==> src/rtl/irq_prio_ctrl.sv <==
// Multi-bus interrupt priority controller: sticky per-channel pending bits, fixed bus priority,
// per-bus channel arbitration. Define IRQ_PRIO_RR_EN for round-robin channel selection within a bus.
module irq_prio_ctrl #(
    parameter int unsigned NBUS = 3,
    parameter int unsigned NCH  = 9,
    parameter int unsigned CHW  = $clog2(NCH)
) (
    input  logic                 clk,
    input  logic                 rst,
    input  logic [NCH-1:0]       e_in,
    input  logic [NBUS*NCH-1:0]  req_in,
    input  logic                 ack_in,
    output logic                 irq_valid,
    output logic [NBUS-1:0]      bus_out,
    output logic [CHW-1:0]       chan_out,
    output logic                 pend_any
);

    localparam int unsigned NBITS = NBUS * NCH;
    localparam int unsigned BW    = (NBUS > 1) ? $clog2(NBUS) : 1;

    typedef enum logic [1:0] {
        S_IDLE  = 2'd0,
        S_ARB   = 2'd1,
        S_GRANT = 2'd2,
        S_CLEAR = 2'd3
    } state_e;

    state_e           state_q, state_d;
    logic [NBITS-1:0] pend_q, pend_d;
    logic [BW-1:0]    win_bus_q, win_bus_d;
    logic [CHW-1:0]   win_chan_q, win_chan_d;
    logic             irq_valid_q, irq_valid_d;
    logic [NBUS-1:0]  bus_out_q, bus_out_d;
    logic [CHW-1:0]   chan_out_q, chan_out_d;
    logic             pend_any_q, pend_any_d;

    logic [NBITS-1:0] cap_c;
    logic [NBITS-1:0] clr_c;
    logic             arb_found_c;
    logic             hit_c;
    logic [BW-1:0]    arb_bus_c;
    logic [CHW-1:0]   arb_chan_c;
    logic [NCH-1:0]   rot_c;
    int               chan_sum_c;

`ifdef IRQ_PRIO_RR_EN
    logic [CHW-1:0]   ptr_q [NBUS];
    logic [CHW-1:0]   ptr_d [NBUS];
    int               nxt_c;
`endif

    // Requests qualified by the shared per-channel enable
    always_comb begin : capture
        cap_c = '0;
        for (int b = 0; b < int'(NBUS); b++) begin
            cap_c[b*NCH +: NCH] = req_in[b*NCH +: NCH] & e_in;
        end
    end

    // Lowest-numbered busy bus wins; channel search runs from the bus's start point upward
    always_comb begin : arbiter
        arb_found_c = 1'b0;
        hit_c       = 1'b0;
        arb_bus_c   = '0;
        arb_chan_c  = '0;
        rot_c       = '0;
        chan_sum_c  = 0;
        for (int b = 0; b < int'(NBUS); b++) begin
            if (!arb_found_c && (|pend_q[b*NCH +: NCH])) begin
                arb_found_c = 1'b1;
                arb_bus_c   = BW'(b);
`ifdef IRQ_PRIO_RR_EN
                rot_c = NCH'({pend_q[b*NCH +: NCH], pend_q[b*NCH +: NCH]} >> ptr_q[b]);
`else
                rot_c = pend_q[b*NCH +: NCH];
`endif
                for (int k = 0; k < int'(NCH); k++) begin
                    if (!hit_c && rot_c[k]) begin
                        hit_c = 1'b1;
`ifdef IRQ_PRIO_RR_EN
                        chan_sum_c = int'(ptr_q[b]) + k;
                        if (chan_sum_c >= int'(NCH)) begin
                            chan_sum_c = chan_sum_c - int'(NCH);
                        end
`else
                        chan_sum_c = k;
`endif
                        arb_chan_c = CHW'(chan_sum_c);
                    end
                end
            end
        end
    end

    always_comb begin : next_state
        state_d    = state_q;
        pend_d     = pend_q | cap_c;
        win_bus_d  = win_bus_q;
        win_chan_d = win_chan_q;
        clr_c      = '0;
`ifdef IRQ_PRIO_RR_EN
        ptr_d = ptr_q;
        nxt_c = 0;
`endif
        for (int b = 0; b < int'(NBUS); b++) begin
            for (int i = 0; i < int'(NCH); i++) begin
                clr_c[b*NCH + i] = (BW'(b) == win_bus_q) && (CHW'(i) == win_chan_q);
            end
        end

        case (state_q)
            S_IDLE: begin
                if (pend_any_q) state_d = S_ARB;
            end
            S_ARB: begin
                if (arb_found_c) begin
                    win_bus_d  = arb_bus_c;
                    win_chan_d = arb_chan_c;
                    state_d    = S_GRANT;
                end else begin
                    state_d = S_IDLE;
                end
            end
            S_GRANT: begin
                if (ack_in) state_d = S_CLEAR;
            end
            S_CLEAR: begin
                // A capture on the granted bit in this cycle keeps it pending
                pend_d = (pend_q & ~clr_c) | cap_c;
`ifdef IRQ_PRIO_RR_EN
                nxt_c = int'(win_chan_q) + 1;
                if (nxt_c >= int'(NCH)) nxt_c = 0;
                for (int b = 0; b < int'(NBUS); b++) begin
                    if (BW'(b) == win_bus_q) ptr_d[b] = CHW'(nxt_c);
                end
`endif
                state_d = (|pend_d) ? S_ARB : S_IDLE;
            end
            default: state_d = S_IDLE;
        endcase

        irq_valid_d = (state_d == S_GRANT);
        bus_out_d   = '0;
        chan_out_d  = '0;
        if (irq_valid_d) begin
            for (int b = 0; b < int'(NBUS); b++) begin
                bus_out_d[b] = (BW'(b) == win_bus_d);
            end
            chan_out_d = win_chan_d;
        end
        pend_any_d = |pend_d;
    end

    always_ff @(posedge clk) begin
        if (rst) begin
            state_q     <= S_IDLE;
            pend_q      <= '0;
            win_bus_q   <= '0;
            win_chan_q  <= '0;
            irq_valid_q <= 1'b0;
            bus_out_q   <= '0;
            chan_out_q  <= '0;
            pend_any_q  <= 1'b0;
`ifdef IRQ_PRIO_RR_EN
            for (int b = 0; b < int'(NBUS); b++) begin
                ptr_q[b] <= '0;
            end
`endif
        end else begin
            state_q     <= state_d;
            pend_q      <= pend_d;
            win_bus_q   <= win_bus_d;
            win_chan_q  <= win_chan_d;
            irq_valid_q <= irq_valid_d;
            bus_out_q   <= bus_out_d;
            chan_out_q  <= chan_out_d;
            pend_any_q  <= pend_any_d;
`ifdef IRQ_PRIO_RR_EN
            ptr_q <= ptr_d;
`endif
        end
    end

    assign irq_valid = irq_valid_q;
    assign bus_out   = bus_out_q;
    assign chan_out  = chan_out_q;
    assign pend_any  = pend_any_q;

endmodule

==> config.mk <==
export PLATFORM = sky130hd
export DESIGN_NAME = irq_prio_ctrl
export DESIGN_NICKNAME = d
export VERILOG_FILES = /design/src/rtl/irq_prio_ctrl.sv
export SDC_FILE = /design/constraint.sdc
export NUM_CORES = 1
export LEC_CHECK = 0
export CELL_PAD_IN_SITES_DETAIL_PLACEMENT = 0
export CELL_PAD_IN_SITES_GLOBAL_PLACEMENT = 1
export CORE_MARGIN = 2
export CORE_UTILIZATION = 41
export DETAILED_ROUTE_END_ITERATION = 7
export GPL_ROUTABILITY_DRIVEN = 0
export PLACE_DENSITY = 0.82
export REMOVE_ABC_BUFFERS = 1
export SETUP_SLACK_MARGIN = 0.2
export SLEW_MARGIN = 30
export SYNTH_ARGS = -nofsm -noshare
export SYNTH_HDL_FRONTEND = slang
export SYNTH_SLANG_ARGS = --single-unit
export TNS_END_PERCENT = 30
==> constraint.sdc <==
create_clock -name clk -period 3.3 [get_ports clk]
set_input_delay 0.66 -clock clk [delete_from_list [all_inputs] [get_ports clk]]
set_output_delay 0.66 -clock clk [all_outputs]
set_load 0.02 [all_outputs]
==> impl_metrics.tcl, run 1 <==
set metrics [dict create \
    status "finished clean" \
    areaGrowthSynthToFinish_pct 24.4 \
    timing_max_transition_violations_final 0 \
    final_min_period_over_clock_period 0.745 \
    hold_path_end "state_q[0]$_SDFF_PP0_" \
    yosys_reg_bits 44 \
    numPortBuffers 47 \
    post_syn_area_per_cell_um2 7.64 \
    skew_ns 0.00691 \
    static-leakage-power_nw 1.06 \
    wl_per_cell_um 18.2 \
    final_nets 411 \
    dp_hpwl_um 6540 \
    r2r_cells 6 \
    synth-compound-area-share 0.283 \
    ios 48 \
    cts_repair_resize_count 0 \
    ys_warn_count 0 \
    grt_overflow_total 0 \
    cellPowerDensity_nw_per_um2 409 \
    initial_antenna_violation_count 0 \
    ys_seq_area_frac 0.350 \
    min_period_ns 2.46 \
    drt_wl_total_um 8150 \
    synth_simple_gate_area_frac 0.302 \
    hold_path.startpoint "pend_any$_SDFF_PP0_" \
    vias_per_cell 6.19 \
    synth_edf_count 0 \
    postSynth.asyncResetShare 0 \
    setup-tns-final_ns 0 \
    count_of_antenna_violating_nets_left_after_detailed_routing 0 \
    timing.max_cap.violations 0 \
    synthesis.area_um2 2520 \
    worst_slew_pin_slew_ns 0.522 \
    endpoint_kind "register" \
    mostFrequentLayoutCell "sky130_fd_sc_hd__clkdlybuf4s50_1" \
    root_buffer "sky130_fd_sc_hd__clkbuf_8" \
    final_core_util 0.529 \
    worst_hold_slack_ns 0.560 \
    met3_length_um 532 \
    vias 2774 \
    final_layout_size_suffix_gt1_frac 0.0375 \
    fill_cells 582 \
    detail_route.drc_violations 0 \
    dp_area_um2 3040 \
    core_area_um2 5920 \
    setup.worst_path.class "register to register" \
    peakVddDrop_mv 0.167 \
    firstDrtPassIters 5 \
    achievable-frequency_ghz 0.407 \
    crit_required_ns 3.47 \
    worst_r2r_endpoint "pend_any$_SDFF_PP0_" \
    met2_wire_length_um 3910 \
    finalHoldViolations 0 \
    cts_buffer_depth 2 \
    mostFrequentLayoutCells "sky130_fd_sc_hd__clkdlybuf4s50_1, sky130_fd_sc_hd__dfxtp_1, sky130_fd_sc_hd__o21ai_0, sky130_fd_sc_hd__a21oi_1, sky130_fd_sc_hd__nand2_1" \
    post-route-cell-area_um2 3130 \
    grt_pass1_wl_um 12900 \
    first_global_vias 2520 \
    grt_max_degree 25 \
    r2r_setup_slack_ns 0.84 \
    synth.area.mux_share 0.0243 \
    die_area_um2 6790 \
    h-tree-depth 2 \
    cpMaxStageDelayCell "sky130_fd_sc_hd__or4b_1" \
    worst-path-max-fanout 13 \
    yosys.area_share.adder 0 \
    cpPeakStageDelay_ns 0.62 \
    rsz_0062_raised_after_global_routing "false" \
    post_cts_hold_buffer_count 0 \
    post_synth_cell_types 50 \
    total_power_mw 1.28 \
    hold_depth 2 \
    min-delay-path-class "register to register" \
    dominant_combinational_cell_family_by_area_after_synthesis "simple AND/OR/NAND/NOR gates" \
    cts_tree "built" \
    cp_top_family "simple AND/OR/NAND/NOR gates" \
    clk_pin_slew_worst_paths_ns 0.08 \
    detail_route.iter0.violations 175 \
    diodes 0 \
    crit_path_start_kind "register" \
    timing.final.setup_violations 0 \
    arrival_ns 2.63 \
    cts-buffers-inserted 5 \
    row_count 28 \
    clock_latency_ns 0.31 \
    critical_path_cell_by_cell "or4b_1 -> o21ai_0 -> nand4_1 -> nor4_1 -> and3_1 -> a41oi_1" \
    syn_inst_count 330 \
    top_layer_used "met4" \
    synth_xor_area_frac 0 \
    die_y_um 82.4 \
    die-width_um 82.4 \
    max-slew-margin-rel 0.648 \
    timing.rr.start "win_bus_q[1]$_SDFF_PP0_" \
    cts_num_sinks 44 \
    detail_route.wirelength.met1_um 3540 \
    grtUsageTotal 0.258 \
    synth-main-ff-cell "sky130_fd_sc_hd__dfxtp_1" \
    cts.repair_timing.setup_buffer_count 0 \
    initial_utilization 0.426 \
    critical_path_buf_inv_count 0 \
]
==> cell usage after synthesis (all sizes together), types with 2 or more instances <==
master   count  share of area
and3         3         0.0074
or4b         3          0.012
nor2b        3         0.0074
buf          4         0.0099
or4          6          0.018
a21oi       35          0.070
o22a         2         0.0070
nand3        2         0.0040
a211oi       2         0.0060
nand2b      10          0.025
nand4b       3          0.010
nand4bb      3          0.013
o32ai        5          0.017
nor2        27          0.040
nor4         9          0.025
o21ai       37          0.073
o311ai       2         0.0070
nor3b        2         0.0060
o31ai        2         0.0060
o32a         3          0.012
nand2       31          0.046
o22ai        4         0.0099
clkbuf      12          0.018
inv          9          0.013
a21o         4          0.012
nor3        13          0.026
mux2i        5          0.020
o21bai       3         0.0089
a22oi        3         0.0089
nand4       20          0.050
o21a         4          0.012
dfxtp       44           0.35
==> state kept, by name, summed over array words and instances, names as in the netlist <==
signal and count:
bus_out 3, chan_out 4, irq_valid 1, pend_any 1, pend_q 27, state_q 2, win_bus_q 2, win_chan_q 4
==> cell families (layout without fill, tap and decap cells) <==
| group | count (synthesis) | in the layout |
|---|---|---|
| simple gates | 139 | 139 |
| compound gates | 116 | 116 |
| flops | 44 | 44 |
| mux | 6 | 6 |
| buf+inv | 25 | 68 |
==> metrics by stage <==
stage	setup WS, ns	std cells
5_1_grt	0.686	448
3_3_place_gp	0.792	440
2_1_floorplan	1.30	314
4_1_cts	0.855	448
3_5_place_dp	0.759	440
6_report	0.843	448
==> worst register-to-register path, stage by stage (launching register included) <==
cell and delay [ns]:
sky130_fd_sc_hd__dfxtp_1 0.55, sky130_fd_sc_hd__or4b_1 0.63, sky130_fd_sc_hd__o21ai_0 0.28, sky130_fd_sc_hd__nand4_1 0.13, sky130_fd_sc_hd__nor4_1 0.38, sky130_fd_sc_hd__and3_1 0.25
sky130_fd_sc_hd__a41oi_1 0.12
==> cell type report <==
type                    instances  area, um2  area share
clock buffers                   8       90.1      0.0287
inverters                       9       33.8      0.0108
multi-input cells             261       1540       0.490
flip-flops and latches         44        881       0.281
well taps                      75       93.8      0.0299
repair buffers                 51        500       0.160
==> worst max-delay path by stage <==
stage | endpoint | start | slack [ns] | cells past startpoint
5_1_grt | pend_any$_SDFF_PP0_ | win_bus_q[1]$_SDFF_PP0_ | 0.69 | 6
3_3_place_gp | state_q[0]$_SDFF_PP0_ | req_in[21] | 0.79 | 7
6_report | pend_any$_SDFF_PP0_ | win_bus_q[1]$_SDFF_PP0_ | 0.84 | 6
2_1_floorplan | state_q[0]$_SDFF_PP0_ | win_bus_q[1]$_SDFF_PP0_ | 1.30 | 6
3_5_place_dp | state_q[0]$_SDFF_PP0_ | req_in[21] | 0.76 | 7
4_1_cts | pend_any$_SDFF_PP0_ | win_bus_q[1]$_SDFF_PP0_ | 0.86 | 6
==> report_power, final <==
part | leakage (nW) | total (mW) | switching, mW | internal (mW)
registers | 0.362 | 0.622 | 0.0571 | 0.565
clock network | 0.0455 | 0.359 | 0.188 | 0.171
logic | 0.655 | 0.302 | 0.159 | 0.143
total | 1.06 | 1.28 | 0.403 | 0.879
==> metal layers <==
| layer | GRT usage | vias to the layer above |
|---|---|---|
| met5 | 0 | - |
| met4 | 0.0950 | 0 |
| met3 | 0.0543 | 17 |
| met2 | 0.432 | 128 |
| met1 | 0.324 | 1288 |
| li1 | - | 1341 |
No activity file was read; power rests on OpenSTA's default activity.
==> run 2, diff against run 1 <==
--- a/config.mk
+++ b/config.mk
@@ -8,10 +8,10 @@
 export CELL_PAD_IN_SITES_DETAIL_PLACEMENT = 0
 export CELL_PAD_IN_SITES_GLOBAL_PLACEMENT = 1
 export CORE_MARGIN = 2
-export CORE_UTILIZATION = 41
+export CORE_UTILIZATION = 38
 export DETAILED_ROUTE_END_ITERATION = 7
 export GPL_ROUTABILITY_DRIVEN = 0
-export PLACE_DENSITY = 0.82
+export PLACE_DENSITY = 0.76
 export REMOVE_ABC_BUFFERS = 1
 export SETUP_SLACK_MARGIN = 0.2
 export SLEW_MARGIN = 30
==> constraint.sdc (replaced) <==
create_clock -name clk -period 2.55 [get_ports clk]
set_input_delay 0.51 -clock clk [delete_from_list [all_inputs] [get_ports clk]]
set_output_delay 0.51 -clock clk [all_outputs]
set_load 0.02 [all_outputs]
==> run 2 against run 1 <==
Net effect: clock skew barely moved; utilization fell by 2.1 points; hold slack gained 0.028 ns; total power rose by 36%; largest cell class unchanged; highest routed layer unchanged.
==> impl_metrics.tcl, run 2 (synthesis gave the netlist of run 1 again) <==
set metrics [dict create \
    status "finished clean" \
    post_layout_nonfiller_instances 457 \
    min_period_ns 2.28 \
    dp_hpwl_um 7030 \
    cts.repair_timing.setup_buffer_count 0 \
    firstDrtPassIters 5 \
    finalHoldViolations 0 \
    mostFrequentLayoutCells "sky130_fd_sc_hd__clkdlybuf4s50_1, sky130_fd_sc_hd__dfxtp_1, sky130_fd_sc_hd__a21oi_1, sky130_fd_sc_hd__o21ai_0, sky130_fd_sc_hd__nand2_1" \
    cts_tree "built" \
    vias 2801 \
    final_nets 420 \
    proportion_of_power_drawn_by_the_clock_network 0.297 \
    intPower_mw 1.21 \
    die_area_um2 7300 \
    detail_route.drc_violations 0 \
    grt_overflow_total 0 \
    static-leakage-power_nw 1.11 \
    count_of_antenna_violating_nets_left_after_detailed_routing 0 \
    number_of_flip_flops_in_the_largest_register 27 \
    p_switching_uw 534 \
    setup.worst_path.class "register to register" \
    root_buffer "sky130_fd_sc_hd__clkbuf_8" \
    timing.final.setup_violations 0 \
    initial_utilization 0.395 \
    arrival_ns 2.43 \
    die-width_um 85.4 \
    worst_slew_pin_slew_ns 0.568 \
    endpoint_kind "register" \
    wl_per_cell_um 19.3 \
    ios 48 \
    peakVddDrop_mv 0.267 \
    min-delay-path-class "register to register" \
    clk_pin_slew_worst_paths_ns 0.09 \
    achievable-frequency_ghz 0.440 \
    final_min_period_over_clock_period 0.892 \
    cts_buffer_depth 2 \
    first_global_vias 2659 \
    setup-tns-final_ns 0 \
    cellPowerDensity_nw_per_um2 538 \
    rsz_0062_raised_after_global_routing "true" \
    power.share.combinational 0.243 \
    numPortBuffers 47 \
    vias_per_cell 6.13 \
    post_cts_hold_buffer_count 0 \
    initial_antenna_violation_count 0 \
    drt_wl_total_um 8820 \
    clock_latency_ns 0.30 \
    final_layout_size_suffix_gt1_frac 0.0842 \
    cts-buffers-inserted 5 \
    worst-path-max-fanout 8 \
    dp_cell_count 451 \
    largest_register_by_flop_count "pend_q" \
    core_area_um2 6390 \
    skew_ns 0.00739 \
    die_y_um 85.4 \
    seq_power_share 0.460 \
    grt_max_degree 25 \
    grt_pass1_wl_um 13700 \
    row_count 29 \
    diodes 0 \
    mostFrequentLayoutCell "sky130_fd_sc_hd__clkdlybuf4s50_1" \
    timing.max_cap.violations 0 \
    timing_max_transition_violations_final 0 \
    max-slew-margin-rel 0.618 \
    areaGrowthSynthToFinish_pct 28.8 \
    swShare 0.306 \
    crit_required_ns 2.71 \
    detail_route.iter0.violations 224 \
    cts_num_sinks 44 \
    grtUsageTotal 0.246 \
    crit_path_start_kind "register" \
    h-tree-depth 2 \
]
-- run 2: power groups by stage --
stage	combinational (mW)	clock, mW	sequential, mW
after floorplan	0.221	0	0.805
after global placement	0.412	0	0.812
after global routing	0.464	0.547	0.809
final	0.425	0.518	0.803
after detailed placement	0.411	0	0.814
after CTS	0.415	0.528	0.798
-- run 2: final timing paths --
check	startpoint	endpoint	slack, ns	cells past startpoint
hold / removal	pend_q[24]$_SDFF_PP0_	pend_q[24]$_SDFF_PP0_	0.59	2
setup / recovery	win_bus_q[1]$_SDFF_PP0_	pend_any$_SDFF_PP0_	0.27	6
setup reg to reg	win_bus_q[1]$_SDFF_PP0_	pend_any$_SDFF_PP0_	0.27	6
hold reg to reg	pend_q[24]$_SDFF_PP0_	pend_q[24]$_SDFF_PP0_	0.59	2
-- run 2: per-stage QoR --
stage               hold WS [ns]  area [um2]  power [mW]  utilization  setup slack [ns]
CTS                        0.586        3220        1.74        0.505             0.204
global placement           0.559        3110        1.22        0.488            0.0727
global route               0.623        3250        1.82        0.508             0.166
floorplan                  0.508        2450        1.03            -             0.546
detailed placement         0.574        3110        1.23        0.488            0.0690
finish                     0.588        3250        1.75        0.508             0.275
-- run 2: timing repair --
item,in CTS,in global routing
pin swaps,0,1
resized for setup,2,10
setup endpoints to repair,1,2
-- run 2: area by class of cell --
type                            instances  area, um2
Sequential cell                        44        885
Clock inverter                          1       30.0
Tap cell                               77       96.3
Inverter                                9       33.8
Clock buffer                            5       68.8
Fill cell                             663       3140
Timing Repair Buffer                   60        568
Multi-Input combinational cell        261       1560
-- run 2: metal layers --
layer	GRT usage	vias up	wire length, um
li1	-	1353	-
met1	0.311	1298	3820
met2	0.422	125	4150
met3	0.0389	25	539
met4	0.0880	0	310
met5	0	-	0
-- run 2: critical path, stage by stage, from the launching register on --
cell and delay [ns]:
sky130_fd_sc_hd__dfxtp_1 0.48, sky130_fd_sc_hd__or4b_4 0.59, sky130_fd_sc_hd__o21ai_1 0.20, sky130_fd_sc_hd__nand4_1 0.17
sky130_fd_sc_hd__nor4_2 0.37, sky130_fd_sc_hd__and3_1 0.22, sky130_fd_sc_hd__a41oi_1 0.11
==> run 3, diff against run 2 <==
--- a/config.mk
+++ b/config.mk
@@ -9,8 +9,8 @@
 export CELL_PAD_IN_SITES_GLOBAL_PLACEMENT = 1
 export CORE_MARGIN = 2
 export CORE_UTILIZATION = 38
+export CTS_CLUSTER_DIAMETER = 30
 export DETAILED_ROUTE_END_ITERATION = 7
-export GPL_ROUTABILITY_DRIVEN = 0
 export PLACE_DENSITY = 0.76
 export REMOVE_ABC_BUFFERS = 1
 export SETUP_SLACK_MARGIN = 0.2
==> run 3 against run 2 <==
Net effect: critical path depth unchanged; global-route usage shrank 0.066 points; critical endpoint unchanged; die area stayed put; largest cell class unchanged.
==> impl_metrics.tcl, run 3 (synthesis gave the netlist of run 1 again) <==
set metrics [dict create \
    peakVddDrop_mv 0.284 \
    initial_utilization 0.395 \
    r2r_cells 6 \
    seq_power_share 0.471 \
    final_nets 424 \
    diodes 0 \
    hold_path.startpoint "state_q[1]$_SDFF_PP0_" \
    static-leakage-power_nw 1.13 \
    root_buffer "sky130_fd_sc_hd__clkbuf_8" \
    skew_ns 0.00391 \
    cts_tree "built" \
    max-slew-margin-rel 0.637 \
    clk_pin_slew_worst_paths_ns 0.09 \
    cellPowerDensity_nw_per_um2 518 \
    firstDrtPassIters 4 \
    vias 2779 \
    timing.rr.start "win_chan_q[1]$_SDFF_PP0_" \
    final_layout_size_suffix_gt1_frac 0.0984 \
    place_congestion 0.923 \
    worst_r2r_endpoint "pend_any$_SDFF_PP0_" \
    drt_wl_total_um 8810 \
    cts-buffers-inserted 5 \
    count_of_antenna_violating_nets_left_after_detailed_routing 0 \
    numPortBuffers 47 \
    min-delay-path-class "register to register" \
    mostFrequentLayoutCells "sky130_fd_sc_hd__clkdlybuf4s50_1, sky130_fd_sc_hd__dfxtp_1, sky130_fd_sc_hd__a21oi_1, sky130_fd_sc_hd__nand2_1, sky130_fd_sc_hd__o21ai_0" \
    setup-tns-final_ns 0 \
    largest_register_by_flop_count "pend_q" \
    row_count 29 \
    detail_route.drc_violations 0 \
    die_area_um2 7300 \
    clock_latency_ns 0.29 \
    worst-path-max-fanout 8 \
    ios 48 \
    grt_max_degree 25 \
    die-width_um 85.4 \
    proportion_of_power_drawn_by_the_clock_network 0.274 \
    status "finished clean" \
    h-tree-depth 2 \
    crit_required_ns 2.71 \
    worst_slew_pin_slew_ns 0.539 \
    hold_depth 2 \
    core_area_um2 6390 \
    cts_num_sinks 44 \
    crit_path_start_kind "register" \
    fill_cells 639 \
    die_y_um 85.4 \
    intPower_mw 1.16 \
    wl_per_cell_um 19.0 \
    power.share.combinational 0.255 \
    arrival_ns 2.40 \
    grt_pass1_wl_um 13800 \
    setup.worst_path.class "register to register" \
    dp_area_um2 3130 \
    post_cts_hold_buffer_count 0 \
    final_min_period_over_clock_period 0.878 \
    vias_per_cell 6.00 \
    timing.max_cap.violations 0 \
    finalHoldViolations 0 \
    grtUsageTotal 0.245 \
    rsz_0062_raised_after_global_routing "false" \
    areaGrowthSynthToFinish_pct 30.3 \
    hold_path_end "state_q[1]$_SDFF_PP0_" \
    endpoint_kind "register" \
    swShare 0.319 \
    mostFrequentLayoutCell "sky130_fd_sc_hd__clkdlybuf4s50_1" \
    timing.final.setup_violations 0 \
    timing_max_transition_violations_final 0 \
    min_period_ns 2.24 \
    achievable-frequency_ghz 0.447 \
    cts_buffer_depth 2 \
    p_switching_uw 543 \
    r2r_setup_slack_ns 0.31 \
    post-route-cell-area_um2 3280 \
    number_of_flip_flops_in_the_largest_register 27 \
    grt_overflow_total 0 \
    first_global_vias 2665 \
    initial_antenna_violation_count 0 \
    detail_route.iter0.violations 169 \
    dp_hpwl_um 7050 \
]
## run 3: layout make-up
| class | instances | area [um2] | area share |
|---|---|---|---|
| Tap cell | 77 | 96.3 | 0.0293 |
| Timing Repair Buffer | 64 | 598 | 0.182 |
| Clock inverter | 1 | 7.51 | 0.00229 |
| Clock buffer | 7 | 86.3 | 0.0263 |
| Multi-Input combinational cell | 261 | 1580 | 0.480 |
| Inverter | 9 | 33.8 | 0.0103 |
| Sequential cell | 44 | 885 | 0.269 |
## run 3: worst max-delay path, stage by stage (launching register included)
cell                        delay (ns)
sky130_fd_sc_hd__dfxtp_1          0.41
sky130_fd_sc_hd__nand4bb_2        0.41
sky130_fd_sc_hd__o21ai_0          0.32
sky130_fd_sc_hd__nand4_1          0.29
sky130_fd_sc_hd__nor4_4           0.34
sky130_fd_sc_hd__and3_1           0.22
sky130_fd_sc_hd__a41oi_1          0.12
## run 3: power by group through the flow
stage               clock [mW]  combinational, mW  sequential [mW]
floorplan                    0              0.221            0.805
finish                   0.466              0.434            0.800
detailed placement           0              0.415            0.811
CTS                      0.476              0.422            0.795
global route             0.506              0.476            0.806
global placement             0              0.416            0.811
## run 3: worst max path at each step
stage	startpoint	end	slack, ns	cells after the start
finish	win_chan_q[1]$_SDFF_PP0_	pend_any$_SDFF_PP0_	0.31	6
global route	win_chan_q[1]$_SDFF_PP0_	pend_any$_SDFF_PP0_	0.22	6
CTS	win_chan_q[3]$_SDFF_PP0_	pend_any$_SDFF_PP0_	0.24	6
detailed placement	win_chan_q[3]$_SDFF_PP0_	pend_any$_SDFF_PP0_	0.06	6
global placement	win_chan_q[3]$_SDFF_PP0_	pend_any$_SDFF_PP0_	0.07	6
floorplan	win_bus_q[1]$_SDFF_PP0_	state_q[0]$_SDFF_PP0_	0.55	6
## run 3: what timing repair did
| action | in CTS | in global routing |
|---|---|---|
| endpoints found under the setup margin | 1 | 2 |
| setup buffers | 0 | 2 |
| gates resized for setup | 3 | 16 |
| pin swaps | 0 | 2 |
## run 3: through the flow
step	utilization	hold WS [ns]	total power [mW]	setup WS, ns	instances
2_1_floorplan	-	0.508	1.03	0.546	314
3_3_place_gp	0.490	0.553	1.23	0.0715	453
3_5_place_dp	0.490	0.548	1.23	0.0595	453
4_1_cts	0.507	0.560	1.69	0.244	461
5_1_grt	0.514	0.575	1.79	0.218	463
6_report	0.514	0.560	1.70	0.311	463
## run 3: routing by layer
layer | track usage | vias to the layer above | part of all wire
met3 | 0.0379 | 14 | 0.057
li1 | - | 1367 | -
met5 | 0 | - | 0
met1 | 0.311 | 1301 | 0.44
met4 | 0.0779 | 0 | 0.032
met2 | 0.425 | 97 | 0.47
